<file path="src/rtl/asyn_pipe_fifo_n_pkg.sv">
// Shared types for the N-stage req/ack handshake pipeline: FSM state enums
// and the occupancy-counter width helper.
package asyn_pipe_pkg;

  typedef enum logic {
    IN_IDLE,
    IN_RTZ
  } in_state_t;

  typedef enum logic [1:0] {
    OUT_IDLE,
    OUT_REQ,
    OUT_RTZ
  } out_state_t;

  // Enough bits to count 0..stages full stages inclusive.
  function automatic int occ_w(input int stages);
    return $clog2(stages + 1);
  endfunction

endpackage

</file>
<file path="src/rtl/asyn_pipe_fifo_n_if.sv">
// Upstream and downstream four-phase handshake bundle for asyn_pipe_fifo_n.
// The pipeline takes the slave view; the environment takes the master view.
interface asyn_pipe_fifo_n_if
  import asyn_pipe_pkg::*;
#(
  parameter int DATA_W = 3
);

  logic              req_in;
  logic [DATA_W-1:0] data_in;
  logic              ack_out;
  logic              req_out;
  logic [DATA_W-1:0] data_out;
  logic              ack_in;

  modport master (
    output req_in,
    output data_in,
    output ack_in,
    input  ack_out,
    input  req_out,
    input  data_out
  );

  modport slave (
    input  req_in,
    input  data_in,
    input  ack_in,
    output ack_out,
    output req_out,
    output data_out
  );

endinterface

</file>
<file path="src/rtl/asyn_pipe_fifo_n_stage.sv">
// One storage slot of the pipeline: a full flag plus a payload register.
// A load on the same edge as a clear wins, so a slot can hand off and refill at once.
module asyn_pipe_stage
  import asyn_pipe_pkg::*;
#(
  parameter int DATA_W = 3
) (
  input  logic              clk,
  input  logic              rst,
  input  logic              load,
  input  logic              clear,
  input  logic [DATA_W-1:0] d,
  output logic              full,
  output logic [DATA_W-1:0] q
);

  always_ff @(posedge clk or negedge rst) begin
    if (!rst) begin
      full <= 1'b0;
      q    <= '0;
    end else if (load) begin
      full <= 1'b1;
      q    <= d;
    end else if (clear) begin
      full <= 1'b0;
    end
  end

endmodule

</file>
<file path="src/rtl/asyn_pipe_fifo_n.sv">
// Parametrised STAGES-deep, DATA_W-wide four-phase handshake pipeline on one clock.
// Define ASYN_PIPE_OCC_EN to add the registered full-stage count port 'occ'.
module asyn_pipe_fifo_n
  import asyn_pipe_pkg::*;
#(
  parameter int DATA_W = 3,
  parameter int STAGES = 3
) (
  input  logic                     clk,
  input  logic                     rst,
  asyn_pipe_fifo_n_if.slave        bus
`ifdef ASYN_PIPE_OCC_EN
  ,
  output logic [occ_w(STAGES)-1:0] occ
`endif
);

  logic [STAGES-1:0] full;
  logic [STAGES-1:0] load;
  logic [STAGES-1:0] clear;
  logic [DATA_W-1:0] stage_d [STAGES];
  logic [DATA_W-1:0] stage_q [STAGES];

  logic capture;
  logic emit;

  in_state_t  in_state, in_next;
  out_state_t out_state, out_next;

  // A stage empties when its item leaves: the last one on emit, the others
  // when the next stage is free or freeing on the same edge.
  always_comb begin
    clear = '0;
    clear[STAGES-1] = emit;
    for (int i = STAGES - 2; i >= 0; i--) begin
      clear[i] = full[i] & (~full[i+1] | clear[i+1]);
    end
  end

  always_comb begin
    load = '0;
    load[0] = capture;
    for (int i = 1; i < STAGES; i++) begin
      load[i] = clear[i-1];
    end
  end

  for (genvar g = 0; g < STAGES; g++) begin : g_stage
    if (g == 0) begin : g_first
      assign stage_d[g] = bus.data_in;
    end else begin : g_next
      assign stage_d[g] = stage_q[g-1];
    end

    asyn_pipe_stage #(
      .DATA_W(DATA_W)
    ) u_stage (
      .clk  (clk),
      .rst  (rst),
      .load (load[g]),
      .clear(clear[g]),
      .d    (stage_d[g]),
      .full (full[g]),
      .q    (stage_q[g])
    );
  end

  always_ff @(posedge clk or negedge rst) begin
    if (!rst) begin
      in_state <= IN_IDLE;
    end else begin
      in_state <= in_next;
    end
  end

  always_comb begin
    in_next = in_state;
    capture = 1'b0;
    case (in_state)
      IN_IDLE: begin
        if (bus.req_in && (!full[0] || clear[0])) begin
          capture = 1'b1;
          in_next = IN_RTZ;
        end
      end
      IN_RTZ: begin
        if (!bus.req_in) begin
          in_next = IN_IDLE;
        end
      end
      default: in_next = IN_IDLE;
    endcase
  end

  always_ff @(posedge clk or negedge rst) begin
    if (!rst) begin
      out_state <= OUT_IDLE;
    end else begin
      out_state <= out_next;
    end
  end

  // The last stage is freed exactly when the downstream ack is seen in OUT_REQ.
  always_comb begin
    out_next = out_state;
    emit     = 1'b0;
    case (out_state)
      OUT_IDLE: begin
        if (full[STAGES-1]) begin
          out_next = OUT_REQ;
        end
      end
      OUT_REQ: begin
        if (bus.ack_in) begin
          emit     = 1'b1;
          out_next = OUT_RTZ;
        end
      end
      OUT_RTZ: begin
        if (!bus.ack_in) begin
          out_next = OUT_IDLE;
        end
      end
      default: out_next = OUT_IDLE;
    endcase
  end

  assign bus.ack_out  = (in_state == IN_RTZ);
  assign bus.req_out  = (out_state == OUT_REQ);
  assign bus.data_out = stage_q[STAGES-1];

`ifdef ASYN_PIPE_OCC_EN
  always_ff @(posedge clk or negedge rst) begin
    if (!rst) begin
      occ <= '0;
    end else if (capture && !emit) begin
      occ <= occ + 1'b1;
    end else if (emit && !capture) begin
      occ <= occ - 1'b1;
    end
  end

  a_occ_range: assert property (@(posedge clk) disable iff (!rst)
    int'(occ) <= STAGES);
`endif

  a_req_has_item: assert property (@(posedge clk) disable iff (!rst)
    bus.req_out |-> full[STAGES-1]);

  a_no_overwrite: assert property (@(posedge clk) disable iff (!rst)
    (load & full & ~clear) == '0);

endmodule

</file>
<file path="src/flat_wrapper.sv">
// flat-port wrapper written by rule: the top's interface ports become plain ports
module asyn_pipe_fifo_n_flat import asyn_pipe_pkg::*;
#(
  parameter int DATA_W = 3,
  parameter int STAGES = 3
)
  (clk, rst, bus_req_in, bus_data_in, bus_ack_in, bus_ack_out, bus_req_out, bus_data_out);
  asyn_pipe_fifo_n_if #(.DATA_W(DATA_W)) bus_i ();
  input  logic clk;
  input  logic rst;
  input wire logic [$bits(bus_i.req_in)-1:0] bus_req_in;
  input wire logic [$bits(bus_i.data_in)-1:0] bus_data_in;
  input wire logic [$bits(bus_i.ack_in)-1:0] bus_ack_in;
  output wire logic [$bits(bus_i.ack_out)-1:0] bus_ack_out;
  output wire logic [$bits(bus_i.req_out)-1:0] bus_req_out;
  output wire logic [$bits(bus_i.data_out)-1:0] bus_data_out;
  assign bus_i.req_in = bus_req_in;
  assign bus_i.data_in = bus_data_in;
  assign bus_i.ack_in = bus_ack_in;
  assign bus_ack_out = bus_i.ack_out;
  assign bus_req_out = bus_i.req_out;
  assign bus_data_out = bus_i.data_out;
  asyn_pipe_fifo_n #(.DATA_W(DATA_W), .STAGES(STAGES)) u_core (.clk(clk), .rst(rst), .bus(bus_i));
endmodule
</file>
<file path="config.mk">
export PLATFORM = sky130hd
export DESIGN_NAME = asyn_pipe_fifo_n_flat
export DESIGN_NICKNAME = d
export VERILOG_FILES = /design/src/rtl/asyn_pipe_fifo_n_pkg.sv /design/src/rtl/asyn_pipe_fifo_n_if.sv /design/src/rtl/asyn_pipe_fifo_n_stage.sv /design/src/rtl/asyn_pipe_fifo_n.sv /design/src/flat_wrapper.sv
export SDC_FILE = /design/constraint.sdc
export NUM_CORES = 1
export LEC_CHECK = 0
export CORE_MARGIN = 2
export CORE_UTILIZATION = 40
export DETAILED_ROUTE_END_ITERATION = 16
export GPL_TIMING_DRIVEN = 0
export SETUP_SLACK_MARGIN = 0.02
export SKIP_CTS_REPAIR_TIMING = 1
export SLEW_MARGIN = 20
export SYNTH_ARGS = -nofsm -noshare
export SYNTH_HDL_FRONTEND = slang
export SYNTH_SLANG_ARGS = --single-unit
</file>
<file path="constraint.sdc">
create_clock -name clk -period 1.5 [get_ports clk]
set_clock_uncertainty 0.15 [all_clocks]
set_input_delay 0.3 -clock clk [delete_from_list [all_inputs] [get_ports clk]]
set_output_delay 0.3 -clock clk [all_outputs]
set_load 0.01 [all_outputs]
</file>
==> results.yml <==
placement:
  gp_congestion: 0.632
  dpl_cell_area_um2: 777
  dp_hpwl_um: 819
  portBuffers: 11
power_and_ir_drop:
  p_leak_uw: 0.000452
  clkPwrFrac_pct: 11.8
  peakVddDrop_mv: 0.929
  switching_share_pct: 31.4
  power_density_nw_per_um2: 2120
  power_frac_comb_pct: 47.4
  p_sw_uw: 581
  power.share.sequential_pct: 40.8
  internal-power_uw: 1270
finish:
  syn2layout_area_growth_pct: 34.6
  stdcell_area_um2: 871
  nets: 69
  final_util_pct: 57.8
  antennaDiodeCount: 0
  final_layout_size_suffix_gt1_share_pct: 39.3
worst_hold_path:
  min-delay-start: "bus_ack_in"
  min_to: "u_core.out_state[1]"
  hp-class: "in2reg"
  hold_depth: 3
yosys:
  synth_cells: 42
  ys_seq_elements: 15
  yosysWarnings: 0
  syn_nets: 49
  synth.largest_area_cell: "dfrtp_1"
  yosys.area.top_type_share_pct: 58.0
  ys_types: 18
  syn_avg_cell_area_um2: 15.4
  yosys-top-cells-area: "dfrtp_1 58%, mux2_4 14%, mux2_1 5.2%"
  seq_area_frac_synth_pct: 58.0
  syn-cell-area_um2: 647
setup_path:
  endpoint_kind: "flop"
  start_kind: "flop"
  cp_max_fo: 3
  arrival_ns: 1.56
  cp.required_ns: 1.51
  path_class: "reg2reg"
  r2r_setup_slack_ns: -0.05
  rr_worst_depth: 4
  r2r-end: "u_core.g_stage[2].u_stage.q[1]"
  rr_startpoint: "u_core.out_state[1]"
clocking:
  htreeDepth: 1
  cts_root_buf: "clkbuf_4"
  numCtsBuffers: 3
  cts_num_sinks: 15
  clk_pin_slew_ns: 0.08
  clk_path_buf_depth: 2
  cts_tree: "built"
  clock_latency_ns: 0.27
routing:
  drt_iter0_drc: 4
  via_per_inst: 5.17
  vias: 398
  finalWirelength_um: 1120
  wire_per_inst_um: 14.6
  ant_nets: 0
  drc_errors: 0
  dr.pass1.iters: 2
timing:
  fin_crit_ns: 1.55
  fin_ws_ns: -0.0540
  final_hold_viol_count: 0
  final_max_slew_viol_count: 0
  tightest_slew_ns: 0.666
  max_freq_mhz: 643
  finalCritPeriodShare_pct: 104
  finalSetupViolations: 3
  max_slew_margin_pct: 55.4
  rsz0062_at_grt: "true"
grt:
  gr-total-overflow: 0
  grt_pass1_vias: 418
  antenna_found_initial: 0
  grt_use_total_pct: 13.3
  grt_max_degree: 16
  grt_pass1_wl_um: 1850
outcome:
  violations: "setup timing"
  status: "complete, but fails checks"
floorplan:
  initial_core_util_pct: 42.9
  core_area_um2: 1510
  rows: 14
  dieWidth_um: 44.2
  die_h_um: 44.2
  ios: 12
  die_area_um2: 1950
run:
  maxCapViolations: 0
## routing by layer
metal	track usage, %	vias up	routed length [µm]
met3	3.67	0	48
met5	0	-	0
met4	3.64	0	0
met2	22.9	9	574
li1	-	186	-
met1	16.4	203	501
## layout make-up
cell class,instances,area (µm²)
Fill cell,128,636
Sequential cell,15,378
Multi-Input combinational cell,26,292
Timing Repair Buffer,15,151
Clock buffer,4,26.3
Tap cell,16,20.0
Inverter,1,3.75
## how the worst max path moves through the flow
stage | end | start | cells past startpoint
final | u_core.g_stage[2].u_stage.q[1] | u_core.out_state[1] | 4
after global routing | u_core.g_stage[2].u_stage.q[2] | u_core.out_state[1] | 4
after floorplan | u_core.g_stage[0].u_stage.q[0] | u_core.out_state[0] | 3
after detailed placement | u_core.g_stage[0].u_stage.q[2] | bus_ack_in | 4
after CTS | bus_req_out | u_core.out_state[0] | 2
after global placement | u_core.g_stage[0].u_stage.q[2] | bus_ack_in | 4
## cells in the final DEF (no fill, tap or decap), drive strengths merged
master | synthesis | layout
clkdlybuf4s50 | 0 | 5
nand3 | 1 | 1
nand2 | 1 | 1
buf | 0 | 4
inv | 1 | 1
o31a | 1 | 1
and2b | 1 | 1
nor2b | 1 | 1
a21o | 1 | 1
nor2 | 2 | 2
mux2i | 1 | 1
mux2 | 9 | 9
o21bai | 2 | 2
xnor2 | 1 | 1
dlymetal6s2s | 0 | 5
a21boi | 1 | 1
o21ai | 2 | 2
nand3b | 1 | 1
clkbuf | 0 | 5
and3b | 1 | 1
dfrtp | 15 | 15
## Yosys cell counts
library cell,instances
xnor2_1,1
nand3_1,1
nor2_1,2
mux2_4,6
dfrtp_1,15
mux2i_1,1
o21bai_1,2
mux2_1,3
nand3b_1,1
and3b_4,1
a21o_1,1
nor2b_1,1
o21ai_4,2
nand2_1,1
a21boi_2,1
and2b_1,1
o31a_1,1
inv_1,1
## sequential cells by signal, indices dropped and copies added (netlist names)
signal                       count
u_core.g_stage.u_stage.q         9
u_core.g_stage.u_stage.full      3
u_core.out_state                 2
u_core.bus.ack_out               1
## power groups by stage
| stage | registers [µW] | clock network [µW] | logic [µW] |
|---|---|---|---|
| finish | 754 | 219 | 876 |
| global route | 780 | 244 | 952 |
| detailed placement | 755 | 0 | 755 |
| floorplan | 741 | 0 | 511 |
| global placement | 731 | 0 | 717 |
| CTS | 746 | 228 | 760 |
## cell families (layout without fill, tap and decap cells)
family	Yosys count	after routing	synth area share, %
compound gates	7	7	11.6
xor+xnor	1	1	1.35
buf+inv	1	20	0.580
flops	15	15	58.0
mux	10	10	20.7
simple gates	8	8	7.74
## critical path, cell delays in order (launching register included)
cell and delay, ns:
dfrtp_1 0.41, buf_6 0.13, nand3b_1 0.21, a21boi_4 0.23, mux2_4 0.32
## metrics by stage
stage               setup TNS (ns)  cells  setup WS, ns  total power [µW]  hold WS, ns
finish                      -0.153     77       -0.0540              1850        0.189
global route                -0.336     77        -0.115              1980        0.198
CTS                          -1.03     73        -0.359              1730        0.286
detailed placement           -2.88     69        -0.321              1510        0.333
global placement             -2.43     69        -0.272              1450        0.317
floorplan                        0     42         0.101              1250       -0.146
No activity file was read; power rests on OpenSTA's default activity.
